### src/rtl/rf_scan_reader.sv
// rf_scan_reader: walks a spare register-file read port over every index and latches
// each value for the 7-segment path. Optional live refresh under RF_SCAN_LIVE_REFRESH_EN.
module rf_scan_reader #(
  parameter int unsigned ADDR_W   = 5,
  parameter int unsigned DATA_W   = 32,
  parameter int unsigned NUM_REGS = 32,
  parameter int unsigned TICK_DIV = 25000000,
  parameter int unsigned READ_LAT = 1
) (
  input  logic              clk,
  input  logic              rst,
  input  logic [15:0]       sw_i,
  output logic [ADDR_W-1:0] rd_addr_o,
  input  logic [DATA_W-1:0] rd_data_i,
  output logic [DATA_W-1:0] disp_data_o,
  output logic [ADDR_W-1:0] disp_idx_o,
  output logic              disp_valid_o,
  output logic              wrap_o
);

  localparam int unsigned CNT_W = (TICK_DIV > 1) ? $clog2(TICK_DIV) : 1;
  localparam int unsigned LAT_W = (READ_LAT > 0) ? $clog2(READ_LAT + 1) : 1;

  localparam logic [CNT_W-1:0]  DWELL_LAST = CNT_W'(TICK_DIV - 1);
  localparam logic [ADDR_W-1:0] IDX_LAST   = ADDR_W'(NUM_REGS - 1);
  localparam logic [LAT_W-1:0]  LAT_LOAD   = LAT_W'(READ_LAT);

  typedef enum logic [2:0] {
    S_IDLE,
    S_ISSUE,
    S_WAIT,
    S_CAPTURE,
    S_SHOW
  } state_t;

  state_t            state;
  logic [ADDR_W-1:0] idx;
  logic [CNT_W-1:0]  dwell;
  logic [LAT_W-1:0]  wait_cnt;

  logic              hold;
  logic              scan_en;
  logic              idx_wraps;
  logic [ADDR_W-1:0] idx_next;
  logic              unused_sw;

  assign hold      = sw_i[1];
  assign scan_en   = sw_i[2];
  assign unused_sw = ^{sw_i[15:3], sw_i[0]};

  // Compare against NUM_REGS-1 rather than relying on ADDR_W overflow.
  assign idx_wraps = (idx == IDX_LAST);
  assign idx_next  = idx_wraps ? '0 : idx + ADDR_W'(1);

  // Scan sequencer: address is only written in ISSUE, so it stays put through CAPTURE.
  always_ff @(posedge clk) begin
    if (rst) begin
      state        <= S_IDLE;
      idx          <= '0;
      dwell        <= '0;
      wait_cnt     <= '0;
      rd_addr_o    <= '0;
      disp_data_o  <= '0;
      disp_idx_o   <= '0;
      disp_valid_o <= 1'b0;
      wrap_o       <= 1'b0;
    end else begin
      disp_valid_o <= 1'b0;
      wrap_o       <= 1'b0;
      case (state)
        S_IDLE: begin
          if (scan_en && !hold) begin
            state <= S_ISSUE;
          end
        end
        S_ISSUE: begin
          rd_addr_o <= idx;
          wait_cnt  <= LAT_LOAD;
          state     <= (READ_LAT == 0) ? S_CAPTURE : S_WAIT;
        end
        S_WAIT: begin
          wait_cnt <= wait_cnt - LAT_W'(1);
          if (wait_cnt == LAT_W'(1)) begin
            state <= S_CAPTURE;
          end
        end
        S_CAPTURE: begin
          disp_data_o  <= rd_data_i;
          disp_idx_o   <= idx;
          disp_valid_o <= 1'b1;
          dwell        <= '0;
          state        <= scan_en ? S_SHOW : S_IDLE;
        end
        S_SHOW: begin
          if (!scan_en) begin
            state <= S_IDLE;
          end else if (hold) begin
`ifdef RF_SCAN_LIVE_REFRESH_EN
            // Re-read the held index each dwell period so writes show up.
            if (dwell == DWELL_LAST) begin
              state <= S_ISSUE;
            end else begin
              dwell <= dwell + CNT_W'(1);
            end
`endif
          end else if (dwell == DWELL_LAST) begin
            idx    <= idx_next;
            wrap_o <= idx_wraps;
            state  <= S_ISSUE;
          end else begin
            dwell <= dwell + CNT_W'(1);
          end
        end
        default: state <= S_IDLE;
      endcase
    end
  end

endmodule
### config.mk
export PLATFORM = sky130hd
export DESIGN_NAME = rf_scan_reader
export DESIGN_NICKNAME = d
export VERILOG_FILES = /design/src/rtl/rf_scan_reader.sv
export SDC_FILE = /design/constraint.sdc
export NUM_CORES = 1
export LEC_CHECK = 0
export CAP_MARGIN = 15
export CORE_AREA = 2 2 89 91
export CTS_CLUSTER_DIAMETER = 80
export CTS_CLUSTER_SIZE = 14
export DETAILED_ROUTE_END_ITERATION = 7
export DIE_AREA = 0 0 91 93
export PLACE_DENSITY_LB_ADDON = 0.15
export SYNTH_ARGS = -nofsm -noshare
export SYNTH_HDL_FRONTEND = slang
export SYNTH_SLANG_ARGS = --single-unit
### constraint.sdc
create_clock -name clk -period 2.7 [get_ports clk]
set_input_delay 0.81 -clock clk [delete_from_list [all_inputs] [get_ports clk]]
set_output_delay 0.81 -clock clk [all_outputs]
set_load 0.02 [all_outputs]
==> impl_metrics.env, run 1 <==
export IMPL_hold_viol=0
export IMPL_end_kind="flip-flop"
export IMPL_grt_pass1_wl_um=15200
export IMPL_drc=0
export IMPL_postCtsHoldBufs=0
export IMPL_worstSetupStartpoint="dwell[0]"
export IMPL_ys_types=66
export IMPL_ant_nets=0
export IMPL_synth_area_leader_cell="dfxtp_1"
export IMPL_area_growth_pct=31.1
export IMPL_drv_cap=0
export IMPL_clk_pin_slew_ns=0.08
export IMPL_hpwl_um=6120
export IMPL_power_density_nw_per_um2=481
export IMPL_synthCells=414
export IMPL_routed_wl_um=8920
export IMPL_antenna_found_initial=0
export IMPL_core_region_area_sq_um=7530
export IMPL_max_freq_ghz=0.404
export IMPL_synth_top_area_share=0.445
export IMPL_synth_area_leaders="dfxtp_1 45%, nand2_1 9.8%, a21oi_1 7.1%"
export IMPL_gr_total_overflow=0
export IMPL_grt_pass1_vias=3153
export IMPL_drtPass1Iterations=4
export IMPL_hold_ws_ns=0.454
export IMPL_worstMarginPinSlew_ns=0.693
export IMPL_cts_tree="done"
export IMPL_syn_avg_cell_area_sq_um=8.47
export IMPL_syn_nets=467
export IMPL_die_y_um=93
export IMPL_tns_ns=0
export IMPL_vias=3291
export IMPL_initial_core_util=0.466
export IMPL_synth_edf_count=0
export IMPL_outcome="completed"
export IMPL_rsz0062_at_grt="no"
export IMPL_cts_root_buffer_cell="clkbuf_8"
export IMPL_design_area_sq_um=4600
export IMPL_utilization=0.611
export IMPL_synth_seq_cells=78
export IMPL_setup_viol=0
export IMPL_crit_fanout=13
export IMPL_slew_violations=0
export IMPL_yosysWarnings=0
export IMPL_final_cell_mix="92 x nand2_1, 78 x dfxtp_1, 78 x clkdlybuf4s50_1"
export IMPL_peakVddDrop_v=0.000226
export IMPL_p_leak_nw=1.52
export IMPL_numCtsBuffers=9
export IMPL_boundaryPins=94
export IMPL_layout_drive_gt1_share=0.101
export IMPL_reg2reg_from="dwell[0]"
export IMPL_final_period_utilization=0.918
export IMPL_hp_class="flip-flop to flip-flop"
export IMPL_synth_flop_cell="dfxtp_1"
export IMPL_drt_wirelength_per_cell_um=14.9
export IMPL_via_per_inst=5.51
export IMPL_portBuffers=79
export IMPL_start_kind="flip-flop"
export IMPL_placed_area_sq_um=4410
export IMPL_crit_slowest_cell="or4_4"
export IMPL_num_rows=32
export IMPL_fillers=681
export IMPL_die_w_um=91
export IMPL_die_area_sq_um=8460
export IMPL_async_flop_share=0
export IMPL_gp_congestion=0.869
export IMPL_yosysSeqAreaShare=0.445
export IMPL_placed_cells=582
export IMPL_grt_max_degree=41
export IMPL_synth_area_sq_um=3510
export IMPL_drtIter0Drc=228
export IMPL_final_cells=597
export IMPL_min_period_ns=2.48
export IMPL_slowest_delay_ns=0.59
export IMPL_final_common_cell="nand2_1"
export IMPL_min_from="disp_data_o[30]"
export IMPL_cts_sinks=78
export IMPL_critPathKind="flip-flop to flip-flop"
export IMPL_postCtsSetupRepairBufs=0
export IMPL_ctsLongestPathBuffers=2
export IMPL_insertion_delay_ns=0.35
export IMPL_worstPathCellList="ha_1 -> nand2_2 -> or4_4 -> o21ai_4 -> buf_4 -> nand2_4 -> a311oi_2"
export IMPL_nNetsFinal=544
export IMPL_clock_skew_ns=0.00745
export IMPL_relSlewSlack=0.536
export IMPL_arrival_ns=2.73
export IMPL_antenna_cells=0
export IMPL_grt_usage=0.218
export IMPL_cts_repair_resized=0
export IMPL_h_tree_depth=3
export IMPL_required_ns=2.95
-- critical path: cells and delay by family, from the launching register on --
family	cells	cell delay, ns
adder cells (fa/ha/maj)	1	0.26
AND/OR/NAND/NOR	3	0.82
flip-flops	1	0.41
buffers and inverters	1	0.24
AO/OA/AOI/OAI	2	0.66
-- worst paths after layout --
path         cells after the start         endpoint  slack, ns
min reg2reg                      2  disp_data_o[30]       0.45
min                              2  disp_data_o[30]       0.45
max                              7         dwell[3]       0.22
max reg2reg                      7         dwell[3]       0.22
-- where the power goes --
| part | total (mW) | switching, mW | internal [mW] |
|---|---|---|---|
| clock | 0.857 | 0.435 | 0.422 |
| sequential | 1.18 | 0.0176 | 1.17 |
| combinational | 0.174 | 0.0839 | 0.0899 |
| total | 2.21 | 0.536 | 1.68 |
-- cell usage after synthesis, drive strengths merged (4+ instances only) --
library cell   n
and3           5
nor2          21
o31a           4
nor3           7
nand4          8
a31oi          8
dfxtp         78
a311oi         4
and4           6
clkbuf        17
and2           5
mux2i          7
nand3         13
nand2         94
o31ai          5
buf            7
inv            4
o21ai         16
nor4           6
a21oi         51
-- state kept, by name, indices dropped and copies added, names as in the netlist --
register,count
disp_data_o,32
disp_valid_o,1
rd_addr_o,5
wait_cnt,1
wrap_o,1
idx,5
disp_idx_o,5
dwell,25
state,3
-- cell type report --
cell class / count / area (sq um) / share of cell area
well taps: 102 / 128 / 0.0277
inverters: 4 / 15.0 / 0.00326
repair buffers: 90 / 881 / 0.192
clock inverters: 6 / 62.6 / 0.0136
flip-flops and latches: 78 / 1560 / 0.340
clock buffers: 9 / 124 / 0.0269
multi-input cells: 308 / 1830 / 0.397
-- routing by layer --
metal  GRT usage  vias to the layer above  wire length (um)
li1            -                     1646                 -
met1       0.299                     1539              4220
met2       0.345                       98              4040
met3      0.0379                        8               570
met4      0.0808                        0                88
met5           0                        -                 0
-- stage by stage --
stage               power, mW  worst slack, ns
detailed placement       1.38            0.144
global route             2.29           0.0999
finish                   2.21            0.222
floorplan                1.29            0.534
global placement         1.38            0.197
CTS                      2.23            0.238
-- cell families after synthesis --
kind of cell	share of synthesized area
DFF	0.445
adders and majority gates	0.0107
and+or+nand+nor	0.281
muxes	0.0200
AOI/OAI and AO/OA	0.204
buffers and inverters	0.0339
xor gates and xnor gates	0.00499
Power figures use the tool's default switching activity.
==> inputs of run 2 (changes only) <==
--- a/config.mk
+++ b/config.mk
@@ -7,11 +7,14 @@
 export LEC_CHECK = 0
 export CAP_MARGIN = 15
 export CORE_AREA = 2 2 89 91
+export CTS_BUF_LIST = sky130_fd_sc_hd__clkbuf_4 sky130_fd_sc_hd__clkbuf_8 sky130_fd_sc_hd__clkbuf_16
 export CTS_CLUSTER_DIAMETER = 80
 export CTS_CLUSTER_SIZE = 14
 export DETAILED_ROUTE_END_ITERATION = 7
 export DIE_AREA = 0 0 91 93
+export GPL_ROUTABILITY_DRIVEN = 0
 export PLACE_DENSITY_LB_ADDON = 0.15
+export SKIP_CTS_REPAIR_TIMING = 1
 export SYNTH_ARGS = -nofsm -noshare
 export SYNTH_HDL_FRONTEND = slang
 export SYNTH_SLANG_ARGS = --single-unit
==> run 2 against run 1 <==
- combinational power barely moved
- critical path depth did not move
- setup slack got worse by 0.012 ns
- die area stayed put
- core utilization rose by 0.20 points
- clock skew grew 0.0049 ns
- hold slack is essentially flat
- non-clock buffer count unchanged
- critical path type unchanged
- highest routed layer unchanged
==> impl_metrics.env, run 2 (synthesized netlist as in run 1, its figures left out) <==
export IMPL_outcome="completed"
export IMPL_core_region_area_sq_um=7530
export IMPL_max_freq_ghz=0.402
export IMPL_start_kind="flip-flop"
export IMPL_cts_root_buffer_cell="clkbuf_8"
export IMPL_utilization=0.613
export IMPL_setup_ws_ns=0.210
export IMPL_grt_usage=0.219
export IMPL_critPathKind="flip-flop to flip-flop"
export IMPL_nNetsFinal=544
export IMPL_grt_pass1_vias=3167
export IMPL_switchingPower_mw=0.559
export IMPL_die_w_um=91
export IMPL_peakVddDrop_v=0.000289
export IMPL_power_density_nw_per_um2=489
export IMPL_rsz0062_at_grt="no"
export IMPL_holdPathStages=2
export IMPL_ant_nets=0
export IMPL_grt_pass1_wl_um=15200
export IMPL_drtIter0Drc=164
export IMPL_design_area_sq_um=4610
export IMPL_routed_wl_um=9140
export IMPL_worstPathCellList="ha_1 -> nand2_2 -> or4_4 -> o21ai_4 -> buf_4 -> nand2_4 -> a311oi_2"
export IMPL_antenna_found_initial=0
export IMPL_combPwrFrac=0.077
export IMPL_tns_ns=0
export IMPL_placed_cells=582
export IMPL_placed_area_sq_um=4410
export IMPL_crit_slowest_cell="or4_4"
export IMPL_largest_register_ffs=32
export IMPL_final_cells=598
export IMPL_end_kind="flip-flop"
export IMPL_final_common_cell="nand2_1"
export IMPL_drv_cap=0
export IMPL_crit_fanout=11
export IMPL_layout_drive_gt1_share=0.103
export IMPL_via_per_inst=5.56
export IMPL_power_mw=2.26
export IMPL_hpwl_um=6280
export IMPL_worstMarginPinSlew_ns=0.682
export IMPL_drc=0
export IMPL_relSlewSlack=0.544
export IMPL_seqPwrFrac=0.524
export IMPL_hp_class="flip-flop to flip-flop"
export IMPL_die_y_um=93
export IMPL_drtPass1Iterations=4
export IMPL_final_period_utilization=0.922
export IMPL_regMostFlops="disp_data_o"
export IMPL_cp_num_buf_inv=1
export IMPL_min_from="disp_data_o[29]"
export IMPL_die_area_sq_um=8460
export IMPL_insertion_delay_ns=0.35
export IMPL_grt_max_degree=55
export IMPL_top_regs="disp_data_o x32, dwell x25"
export IMPL_crit_family="simple AND/OR/NAND/NOR gates"
export IMPL_fillers=692
export IMPL_num_rows=32
export IMPL_reg2reg_depth=7
export IMPL_p_clk_frac=0.399
export IMPL_vias=3323
export IMPL_gr_total_overflow=0
export IMPL_boundaryPins=94
export IMPL_final_cell_mix="92 x nand2_1, 78 x dfxtp_1, 78 x clkdlybuf4s50_1"
export IMPL_crit_cells=7
export IMPL_hold_viol=0
export IMPL_cts_sinks=78
export IMPL_p_leak_nw=1.51
export IMPL_internal_power_mw=1.70
export IMPL_required_ns=2.95
export IMPL_cts_tree="done"
export IMPL_swShare=0.247
export IMPL_setup_viol=0
export IMPL_drt_wirelength_per_cell_um=15.3
export IMPL_r2r_end="dwell[4]"
export IMPL_area_growth_pct=31.5
export IMPL_clk_pin_slew_ns=0.09
export IMPL_hold_ws_ns=0.455
export IMPL_reg2reg_from="dwell[0]"
export IMPL_numCtsBuffers=9
export IMPL_slew_violations=0
export IMPL_h_tree_depth=3
export IMPL_arrival_ns=2.74
export IMPL_slowest_delay_ns=0.60
export IMPL_portBuffers=79
export IMPL_hold_path_end="disp_data_o[29]"
export IMPL_min_period_ns=2.49
export IMPL_initial_core_util=0.466
export IMPL_r2r_slack_ns=0.21
export IMPL_antenna_cells=0
export IMPL_pre_cts_ws_ns=0.171
export IMPL_clock_skew_ns=0.0124
export IMPL_ctsLongestPathBuffers=2
-- run 2: layout make-up --
type / instances / area (sq um) / share of cell area
Multi-Input combinational cell: 308 / 1830 / 0.396
Tap cell: 102 / 128 / 0.0277
Inverter: 4 / 15.0 / 0.00325
Clock inverter: 6 / 70.1 / 0.0152
Timing Repair Buffer: 90 / 881 / 0.191
Sequential cell: 78 / 1560 / 0.338
Clock buffer: 10 / 131 / 0.0285
-- run 2: power groups by stage --
stage / Sequential, mW / Clock, mW / Combinational [mW]
after floorplan: 1.21 / 0 / 0.0817
after global placement: 1.21 / 0 / 0.172
after detailed placement: 1.21 / 0 / 0.174
after CTS: 1.18 / 0.918 / 0.176
after global routing: 1.19 / 0.961 / 0.189
final: 1.18 / 0.902 / 0.174
-- run 2: worst reg2reg max path, stage by stage, from the launching register on --
cell and delay [ns]:
dfxtp_1 0.44, ha_1 0.26, nand2_2 0.13, or4_4 0.60, o21ai_4 0.33, buf_4 0.26, nand2_4 0.11, a311oi_2 0.28
-- run 2: routing by layer --
layer / track usage / routed length [um] / vias to the layer above
li1: - / - / 1653
met1: 0.290 / 4240 / 1569
met2: 0.358 / 4300 / 95
met3: 0.0516 / 519 / 6
met4: 0.0593 / 76 / 0
met5: 0 / 0 / -
-- run 2: worst max-delay path by stage --
stage	from	to	slack, ns
2_1_floorplan	sw_i[1]	idx[3]	0.53
3_3_place_gp	sw_i[1]	idx[3]	0.20
3_5_place_dp	sw_i[1]	idx[3]	0.17
4_1_cts	dwell[0]	dwell[4]	0.23
5_1_grt	dwell[0]	dwell[4]	0.14
6_report	dwell[0]	dwell[4]	0.21
